===== config.mk =====
export PLATFORM = sky130hd
export DESIGN_NAME = fft_sequencer
export DESIGN_NICKNAME = d
export VERILOG_FILES = /design/src/rtl/fft_sequencer.sv
export SDC_FILE = /design/constraint.sdc
export NUM_CORES = 1
export LEC_CHECK = 0
export CAP_MARGIN = 20
export CORE_ASPECT_RATIO = 0.7
export CORE_UTILIZATION = 38
export CTS_CLUSTER_SIZE = 25
export DETAILED_ROUTE_END_ITERATION = 10
export PLACE_DENSITY = 0.61
export REMOVE_ABC_BUFFERS = 1
export SYNTH_ARGS = -nofsm -noshare
export SYNTH_HDL_FRONTEND = slang
export SYNTH_SLANG_ARGS = --single-unit

===== constraint.sdc =====
create_clock -name clk -period 4.53 [get_ports clk]
set_clock_uncertainty 0.2 [all_clocks]
set_input_delay 1.1325 -clock clk [delete_from_list [all_inputs] [get_ports clk]]
set_output_delay 1.1325 -clock clk [all_outputs]
set_load 0.05 [all_outputs]

===== src/rtl/fft_sequencer.sv =====
`default_nettype none
// ============================================================================
// Module      : fft_sequencer
// Description : Control FSM for a 64-point radix-2 in-place FFT core. It runs
//               each frame through three phases: sample load, then 6 butterfly
//               levels of 32 butterflies each, then result readout. It also
//               produces the issue/writeback timing for the butterfly datapath
//               and the ping-pong RAM banks.
//               Optional feature macro: FFT_SEQ_ABORT_EN (adds an abort input).
// Revision    : 1.0 - initial release
// ============================================================================
module fft_sequencer #(
    parameter int BFLY_LATENCY = 2,   // issue-to-writeback cycles, 1..8
    parameter int AUTO_RESTART = 0    // 1: DONE -> LOAD, 0: DONE -> IDLE
) (
    input  logic       clk,
    input  logic       reset,
    input  logic       start,
`ifdef FFT_SEQ_ABORT_EN
    input  logic       abort,
`endif
    input  logic       sample_valid,
    output logic       sample_ready,
    output logic       load,
    output logic       processing,
    output logic       done,
    output logic [5:0] load_address,
    output logic [5:0] fft_level,
    output logic [5:0] butterfly_iter,
    output logic       issue_valid,
    output logic       rd_bank,
    output logic       wr_en,
    output logic [5:0] wr_level,
    output logic [5:0] wr_iter,
    output logic [5:0] out_address,
    output logic       out_valid,
    input  logic       out_ready,
    output logic       busy
);

    typedef enum logic [2:0] {
        S_IDLE  = 3'd0,
        S_LOAD  = 3'd1,
        S_ISSUE = 3'd2,
        S_DRAIN = 3'd3,
        S_DONE  = 3'd4
    } state_t;

    localparam logic [2:0] c_DRAIN_LAST = 3'(BFLY_LATENCY - 1);
    localparam logic [5:0] c_LAST_ADDR  = 6'd63;
    localparam logic [5:0] c_LAST_ITER  = 6'd31;
    localparam logic [5:0] c_LAST_LEVEL = 6'd5;

    state_t     r_state;
    logic [5:0] r_load_addr;
    logic [5:0] r_iter;
    logic [5:0] r_level;
    logic [5:0] r_out_addr;
    logic [2:0] r_drain_cnt;

    logic       r_load;
    logic       r_proc;
    logic       r_issue;
    logic       r_done;
    logic       r_busy;

    // Write pipeline stages; index BFLY_LATENCY-1 is the writeback stage.
    logic       r_pipe_vld [BFLY_LATENCY];
    logic [5:0] r_pipe_lvl [BFLY_LATENCY];
    logic [5:0] r_pipe_itr [BFLY_LATENCY];

    state_t     w_next_state;
    logic       w_abort;
    logic       w_load_acc;
    logic       w_load_last;
    logic       w_iter_last;
    logic       w_drain_last;
    logic       w_out_xfer;
    logic       w_out_last;

`ifdef FFT_SEQ_ABORT_EN
    assign w_abort = abort;
`else
    assign w_abort = 1'b0;
`endif

    // Next-state decode; abort overrides every handshake and transition.
    always_comb begin
        w_next_state = r_state;
        w_load_acc   = (r_state == S_LOAD) && sample_valid;
        w_load_last  = w_load_acc && (r_load_addr == c_LAST_ADDR);
        w_iter_last  = (r_state == S_ISSUE) && (r_iter == c_LAST_ITER);
        w_drain_last = (r_state == S_DRAIN) && (r_drain_cnt == c_DRAIN_LAST);
        w_out_xfer   = (r_state == S_DONE) && out_ready;
        w_out_last   = w_out_xfer && (r_out_addr == c_LAST_ADDR);
        case (r_state)
            S_IDLE:  if (start)        w_next_state = S_LOAD;
            S_LOAD:  if (w_load_last)  w_next_state = S_ISSUE;
            S_ISSUE: if (w_iter_last)  w_next_state = S_DRAIN;
            S_DRAIN: if (w_drain_last) w_next_state = (r_level == c_LAST_LEVEL) ? S_DONE : S_ISSUE;
            S_DONE:  if (w_out_last)   w_next_state = (AUTO_RESTART != 0) ? S_LOAD : S_IDLE;
            default:                   w_next_state = S_IDLE;
        endcase
        if (w_abort) begin
            w_next_state = S_IDLE;
        end
    end

    // State register, counters and state-decoded outputs registered from the next state.
    always_ff @(posedge clk) begin
        if (reset) begin
            r_state     <= S_IDLE;
            r_load_addr <= '0;
            r_iter      <= '0;
            r_level     <= '0;
            r_out_addr  <= '0;
            r_drain_cnt <= '0;
            r_load      <= 1'b0;
            r_proc      <= 1'b0;
            r_issue     <= 1'b0;
            r_done      <= 1'b0;
            r_busy      <= 1'b0;
        end else begin
            r_state <= w_next_state;
            r_load  <= (w_next_state == S_LOAD);
            r_proc  <= (w_next_state == S_ISSUE) || (w_next_state == S_DRAIN);
            r_issue <= (w_next_state == S_ISSUE);
            r_done  <= (w_next_state == S_DONE);
            r_busy  <= (w_next_state != S_IDLE);
            if (w_abort) begin
                r_load_addr <= '0;
                r_iter      <= '0;
                r_level     <= '0;
                r_out_addr  <= '0;
                r_drain_cnt <= '0;
            end else begin
                // 6-bit counters wrap 63 -> 0 on the final accept/transfer.
                if (w_load_acc) begin
                    r_load_addr <= r_load_addr + 6'd1;
                end
                if (r_state == S_ISSUE) begin
                    r_iter <= w_iter_last ? 6'd0 : r_iter + 6'd1;
                end
                if (r_state == S_DRAIN) begin
                    r_drain_cnt <= w_drain_last ? 3'd0 : r_drain_cnt + 3'd1;
                end
                if (w_drain_last) begin
                    r_level <= (r_level == c_LAST_LEVEL) ? 6'd0 : r_level + 6'd1;
                end
                if (w_out_xfer) begin
                    r_out_addr <= r_out_addr + 6'd1;
                end
            end
        end
    end

    // Writeback delay line: shifts every cycle, flushed by reset or abort.
    always_ff @(posedge clk) begin
        if (reset || w_abort) begin
            for (int i = 0; i < BFLY_LATENCY; i++) begin
                r_pipe_vld[i] <= 1'b0;
                r_pipe_lvl[i] <= '0;
                r_pipe_itr[i] <= '0;
            end
        end else begin
            for (int i = BFLY_LATENCY - 1; i > 0; i--) begin
                r_pipe_vld[i] <= r_pipe_vld[i-1];
                r_pipe_lvl[i] <= r_pipe_lvl[i-1];
                r_pipe_itr[i] <= r_pipe_itr[i-1];
            end
            r_pipe_vld[0] <= r_issue;
            r_pipe_lvl[0] <= r_level;
            r_pipe_itr[0] <= r_iter;
        end
    end

    assign sample_ready   = r_load;
    assign load           = r_load;
    assign processing     = r_proc;
    assign done           = r_done;
    assign out_valid      = r_done;
    assign busy           = r_busy;
    assign issue_valid    = r_issue;
    assign load_address   = r_load_addr;
    assign fft_level      = r_level;
    assign butterfly_iter = r_iter;
    assign out_address    = r_out_addr;
    assign rd_bank        = r_level[0];
    assign wr_en          = r_pipe_vld[BFLY_LATENCY-1];
    assign wr_level       = r_pipe_lvl[BFLY_LATENCY-1];
    assign wr_iter        = r_pipe_itr[BFLY_LATENCY-1];

endmodule
`default_nettype wire


# Yosys cells after proc, flatten, opt, wreduce, memory -nomap -nowiden
# Memories as Yosys holds them, arrays and structs flattened.
# Index checks and enable logic that the tools add are counted.
# classes
add_sub_neg	5
n_shift	0
n_mul	0
order_cmp	0
n_div	0
mux	19
n_bitwise	6
n_reduce_logical	9
n_eq_ne	13
# op_table
operator	n
$mux W6	6
$add A6 B1 Y6 const B	4
$mux W3	7
$pmux W3 S5	1
$eq A3 B2 Y1 const B	4
$eq A6 B6 Y1 const B	2
$eq A3 B1 Y1 const B	3
$eq A3 B3 Y1 const B	2
$eq A6 B3 Y1 const B	1
$eq A6 B5 Y1 const B	1
$logic_and A1 B1 Y1	6
$or A1 B1 Y1	6
$mux W1	5
$add A3 B1 Y3 const B	1
$logic_not A3 Y1	1
$reduce_bool A3 Y1	1
$logic_or A1 B1 Y1	1
# word_totals
ram_bits	26
word_cells	66
rom_bits	0
memories	3
regBits	35
latch_bits	0
# mem_list
name	words	word_bits	rd	rd_clocked_by_memory_dff	write_ports	line_no	text
r_pipe_itr	2	6	2	0	2	70	logic [5:0] r_pipe_itr [BFLY_LATENCY];
r_pipe_lvl	2	6	2	0	2	69	logic [5:0] r_pipe_lvl [BFLY_LATENCY];
r_pipe_vld	2	1	2	0	2	68	logic r_pipe_vld [BFLY_LATENCY];

# Logic depth before layout (Yosys ltp)
# Gate-level depths: netlist of run 1.
# logic_depth
ltp_word	7
ltp_mapped	8
mapped_depth_nobuf	7

# Least setup slack after synthesis of run 1
# Ideal clock, no wire load.
# synth_path
kind	input to register
from	input out_ready
to	register r_busy, in the netlist busy
n_path_buf	1
cell_stages	6
slack_ns	2.026
arrival_time_ns	2.177
cell_sequence	nor4bb_1 buf_2 nand4_1 a22o_1 and3b_1 o21bai_1
# synth_between
elab_chain_len	5
# synth_lines
element	line_no	text
start: declaration	37	input logic out_ready,
$logic_and A1 B1 Y1	94	w_out_xfer = (r_state == S_DONE) && out_ready;
$logic_and A1 B1 Y1	95	w_out_last = w_out_xfer && (r_out_addr == c_LAST_ADDR);
$mux W3	101	S_DONE: if (w_out_last) w_next_state = (AUTO_RESTART != 0) ? S_LOAD : S_IDLE;
$pmux W3 S5	96	case (r_state)
$reduce_bool A3 Y1	129	r_busy <= (w_next_state != S_IDLE);
end signal: assignment	129	
end: declaration	65	logic r_busy;
# Every way passes these cells.
# A chain may end at the register's enable or synchronous reset.

# Final worst setup path of run 1
# layout_path
from	register r_level[0], in the netlist fft_level[0]
to	output rd_bank
# layout_lines
element	line_no	text
start: declaration	57	logic [5:0] r_level;
start signal: assignment	148	r_level <= (r_level == c_LAST_LEVEL) ? 6'd0 : r_level + 6'd1;
end: declaration	31	output logic rd_bank,
# No word-level cell between the ends.

==> impl_metrics.json, run 1 <==
{
  "outcome": "completed",
  "holdCritPathClass": "reg2reg",
  "io_buffer_count": 49,
  "p_leak_nw": 1.19,
  "ys_async_sr_fraction": 0,
  "die_w_um": 97.4,
  "seq_area_frac_synth": 0.504,
  "crit_family": "buffers and inverters",
  "power_frac_clock": 0.451,
  "hold_end": "r_pipe_lvl[0][9]",
  "r2r_start": "fft_level[0]",
  "drc": 0,
  "ys.flop_type": "dfxtp_1",
  "worst_slew_pin_slew_ps": 821,
  "cts_made_buffers": 9,
  "ys_seq_elements": 61,
  "cpPeakStageDelay_ps": 850,
  "nets": 292,
  "final_layout_size_suffix_gt1_frac": 0.0915,
  "powerDensity_nw_per_um2": 348,
  "synth_fa_ha_area_frac": 0.0362,
  "grt_pass1_wl_mm": 6.93,
  "first_pass_iters": 4,
  "max_freq_ghz": 0.337,
  "core_sq_um": 5930,
  "final_max_slew_viol_count": 0,
  "first_iter_violations": 60,
  "grt_max_degree": 46,
  "cts-root-buf": "clkbuf_8",
  "drv_cap": 0,
  "hold_start": "r_pipe_lvl[0][3]",
  "ir_drop_uv": 166,
  "slew_headroom": 0.453,
  "multi_input_area_sq_um": 1030,
  "arrival_ps": 1630,
  "cts_tree": "done",
  "setup-violations-final": 0,
  "finalHoldViolCount": 0,
  "r2r_slack_ps": 2410,
  "utilization": 0.515,
  "initial_core_util": 0.409,
  "critPathLaunchType": "flip-flop",
  "critPathKind": "reg2out",
  "crit_chain": "clkdlybuf4s50_1",
  "cts_sinks": 61,
  "fillers": 569,
  "fin_area_sq_um": 3060,
  "rsz0062_at_grt": "no",
  "period_share": 0.655,
  "synth.area.mux_share": 0.0207,
  "clk_pin_slew_ps": 60,
  "dieArea_sq_um": 6700,
  "synth_top_family_by_area": "simple AND/OR/NAND/NOR gates",
  "synth_compound_area_frac": 0.0491,
  "yosys.area_share.xor_xnor": 0.0506,
  "num_rows": 23,
  "required_ps": 3200,
  "critPathBufInv": 1,
  "ys_warn_count": 0,
  "synth_edf_count": 0,
  "r2r_end": "issue_valid",
  "seqCellArea_sq_um": 1220,
  "post-cts-setup-buffers": 0,
  "place_congestion": 0.735,
  "p_comb_frac": 0.038,
  "totalWireLength_mm": 4.23,
  "ff2ff_path_depth": 6,
  "yosys.area_share.simple": 0.269,
  "dpl_cell_area_sq_um": 2860,
  "netlist_area_sq_um": 2420,
  "postCtsHoldBufs": 0,
  "dp_hpwl_mm": 2.81,
  "synthToLayoutAreaGrowth_pct": 26.1,
  "layout_setup_ws_ps": 1560,
  "p_sw_mw": 0.231,
  "grtUsageTotal": 0.138,
  "tns_ps": 0,
  "viasPerCell": 4.60,
  "worstSetupEndpointType": "primary output",
  "boundaryPins": 50,
  "whs_path_depth": 1,
  "cts_max_level": 3,
  "post_cts_resized": 0,
  "avgSynthCellArea_sq_um": 9.97,
  "die_h_um": 68.8,
  "synth_cell_type_count": 41,
  "syn_inst": 243,
  "grt_antenna_before_repair": 0,
  "p_sw_frac": 0.217,
  "insertion_delay_ps": 330,
  "p_int_mw": 0.832,
  "critical_path.max_fanout": 8,
  "grt_pass1_vias": 1449,
  "overflow": 0,
  "vias": 1652,
  "routedWlPerCell_um": 11.8,
  "antenna_left": 0,
  "place_ws_ps": 1480,
  "cp_slowest_cell": "clkdlybuf4s50_1",
  "fin_crit_ps": 2970,
  "seqPwrFrac": 0.511,
  "cts_max_path_buffers": 2,
  "num_antenna_cells": 0
}
-- cell families after synthesis --
kind of cell	after synthesis
compound gates	18
xor+xnor	14
fa+ha+maj	7
buf+inv	28
flops	61
mux	5
simple gates	110
-- cells in the final DEF (no fill, tap or decap), types with 7 or more instances in the layout --
cell type and n:
ha_1 7, clkbuf_8 11, nor2_1 29, a21oi_1 9, dfxtp_1 61, nand2_1 13, clkdlybuf4s50_1 48, xor2_1 10
nor2b_1 27, nand4_1 8
-- power by group through the flow --
stage | clock network (mW) | registers, mW | logic (mW)
after floorplan | 0 | 0.565 | 0.0102
after detailed placement | 0 | 0.556 | 0.0404
after CTS | 0.495 | 0.544 | 0.0405
final | 0.479 | 0.544 | 0.0402
after global placement | 0 | 0.556 | 0.0403
after global routing | 0.524 | 0.544 | 0.0434
-- layer usage --
metal  vias up  share of wire  GRT usage
met5         -              0          0
met4         0          0.016     0.0607
met2        46           0.40      0.186
met1       729           0.53      0.183
li1        870              -          -
met3         7          0.050     0.0696
-- cells in the mapped netlist (all sizes together) (2+ instances only) --
cell | n | area, sq um
nor2b | 29 | 196
inv | 3 | 11.3
ha | 7 | 87.6
and3 | 4 | 25.0
buf | 18 | 134
nor4bb | 2 | 20.0
nor2 | 29 | 109
mux2i | 5 | 50.1
xnor2 | 4 | 35.0
nand4 | 9 | 62.6
and2 | 2 | 12.5
clkbuf | 7 | 26.3
nor3b | 2 | 20.0
a21oi | 9 | 45.0
nand2 | 13 | 48.8
and3b | 4 | 35.0
nor3 | 5 | 25.0
dfxtp | 61 | 1220
o21ai | 3 | 15.0
xor2 | 10 | 87.6
or3 | 3 | 18.8
-- stage by stage --
stage	cells	total power [mW]	hold WS, ps
3_5_place_dp	344	0.596	220
4_1_cts	359	1.08	236
3_3_place_gp	344	0.596	217
6_report	359	1.06	233
2_1_floorplan	218	0.575	214
5_1_grt	359	1.11	252
-- area by class of cell --
class	instances	share of cell area
clock buffers	11	0.0495
clock inverters	4	0.0156
inverters	3	0.00369
multi-input cells	154	0.337
flip-flops and latches	61	0.400
well taps	75	0.0307
repair buffers	51	0.164
-- flip-flops by register name, indices dropped and copies added (netlist names) --
register	count
r_pipe_lvl	12
r_pipe_vld	2
load	1
out_address	6
r_pipe_itr	12
issue_valid	1
butterfly_iter	6
r_state	3
r_drain_cnt	3
busy	1
fft_level	6
processing	1
load_address	6
done	1
-- worst max path at each step --
stage	endpoint	startpoint	depth (start not counted)	slack, ps
3_5_place_dp	busy	out_ready	7	1480
6_report	rd_bank	fft_level[0]	1	1560
2_1_floorplan	busy	out_ready	5	1630
5_1_grt	fft_level[3]	fft_level[3]	1	1490
3_3_place_gp	busy	out_ready	7	1480
4_1_cts	rd_bank	fft_level[0]	1	1540
(Power assumes the default switching activity.)
==> run 2, diff against run 1 <==
PLACE_DENSITY = 0.64   (was 0.61)
clock period = 2.62 ns   (was 4.53 ns; I/O delays follow)
==> impl_metrics.json, run 2 (synthesis gave the netlist of run 1 again) <==
{
  "finalHoldViolCount": 0,
  "viasPerCell": 4.58,
  "synthToLayoutAreaGrowth_pct": 27.1,
  "boundaryPins": 50,
  "final_cells": 363,
  "drc": 0,
  "cpPeakStageDelay_ps": 850,
  "dieArea_sq_um": 6700,
  "crit_chain": "clkdlybuf4s50_1",
  "required_ps": 1760,
  "nets": 295,
  "holdCritPathClass": "reg2reg",
  "top_regs": "r_pipe_itr x12, r_pipe_lvl x12",
  "hold_start": "r_pipe_lvl[0][1]",
  "first_iter_violations": 68,
  "die_h_um": 68.8,
  "r2r_end": "issue_valid",
  "die_w_um": 97.4,
  "finalPower_mw": 1.83,
  "fin_area_sq_um": 3080,
  "io_buffer_count": 49,
  "grt_pass1_vias": 1540,
  "r2r_start": "fft_level[0]",
  "p_leak_nw": 1.20,
  "clk_pin_slew_ps": 70,
  "ff2ff_path_depth": 6,
  "grt_pass1_wl_mm": 7.24,
  "cts_max_level": 3,
  "dp_hpwl_mm": 2.97,
  "overflow": 0,
  "vias": 1662,
  "postCtsHoldBufs": 0,
  "crit_family": "buffers and inverters",
  "core_sq_um": 5930,
  "critPathKind": "reg2out",
  "worstSetupEndpointType": "primary output",
  "timing.hold.ws_ps": 229,
  "r2r_slack_ps": 500,
  "post_cts_resized": 0,
  "critPathBufInv": 1,
  "fin_crit_ps": 2480,
  "slew_headroom": 0.663,
  "cts_sinks": 61,
  "place_congestion": 0.775,
  "utilization": 0.519,
  "period_share": 0.948,
  "final_layout_size_suffix_gt1_frac": 0.104,
  "setup-violations-final": 0,
  "totalWireLength_mm": 4.23,
  "outcome": "completed",
  "first_pass_iters": 4,
  "num_rows": 23,
  "max_freq_ghz": 0.403,
  "cts_max_path_buffers": 2,
  "dpl_cell_area_sq_um": 2880,
  "post-cts-setup-buffers": 0,
  "rsz0062_at_grt": "no",
  "whs_path_depth": 1,
  "cts_made_buffers": 9,
  "num_antenna_cells": 0,
  "final_cell_mix": "dfxtp_1 (61), clkdlybuf4s50_1 (48), nor2_1 (29)",
  "layout_commonest_cell": "dfxtp_1",
  "insertion_delay_ps": 330,
  "hold_end": "r_pipe_lvl[0][7]",
  "worst_slew_pin_slew_ps": 504,
  "tns_ps": 0,
  "layout_setup_ws_ps": 137,
  "cp_slowest_cell": "clkdlybuf4s50_1",
  "grt_max_degree": 27,
  "cts_tree": "done",
  "place_ws_ps": 104,
  "critical_path.max_fanout": 8,
  "antenna_left": 0,
  "critPathLaunchType": "flip-flop",
  "final_max_slew_viol_count": 0,
  "grt_antenna_before_repair": 0,
  "routedWlPerCell_um": 11.7,
  "arrival_ps": 1630,
  "powerDensity_nw_per_um2": 594,
  "grtUsageTotal": 0.140,
  "initial_core_util": 0.409,
  "cts-root-buf": "clkbuf_8",
  "ir_drop_uv": 270,
  "dp.cells": 347,
  "drv_cap": 0
}
==> run 2: cell count changes in the layout (fill, tap and decap cells not counted) <==
cell	change
clkinv_2	-1
clkinvlp_4	+1
clkbuf_8	-2
clkinv_4	+3
buf_4	+3
==> run 2: worst reg2reg max path, stage by stage, from the launching register on <==
cell and delay, ps:
dfxtp_1 450, ha_1 190, nor4bb_1 410, nand4_1 150
a211o_1 340, nor2b_4 150, nor2b_4 130
==> run 2: layer usage <==
layer | GRT usage | routed length, um | vias up
li1 | - | - | 871
met1 | 0.181 | 2230 | 744
met2 | 0.205 | 1730 | 40
met3 | 0.0554 | 214 | 7
met4 | 0.0680 | 57 | 0
met5 | 0 | 0 | -
==> run 2: how the worst max path moves through the flow <==
stage | to | start | cells after the start
final | rd_bank | fft_level[0] | 1
after detailed placement | out_address[5] | out_ready | 6
after CTS | rd_bank | fft_level[0] | 1
after global routing | rd_bank | fft_level[0] | 1
after global placement | out_address[5] | out_ready | 6
after floorplan | issue_valid | fft_level[0] | 6
==> run 2: cell type report <==
type / count / area (sq um)
fill: 555 / 2850
sequential: 61 / 1220
multi-input combinational: 154 / 1030
timing repair buffer: 54 / 523
clock buffer: 9 / 124
tap: 75 / 93.8
clock inverter: 7 / 76.3
inverter: 3 / 11.3
==> run 2: power by group <==
| group | total (mW) | internal, mW | switching (mW) | leakage, nW |
|---|---|---|---|---|
| combinational | 0.0725 | 0.0263 | 0.0462 | 0.612 |
| clock | 0.817 | 0.441 | 0.376 | 0.0954 |
| sequential | 0.939 | 0.932 | 0.00637 | 0.492 |
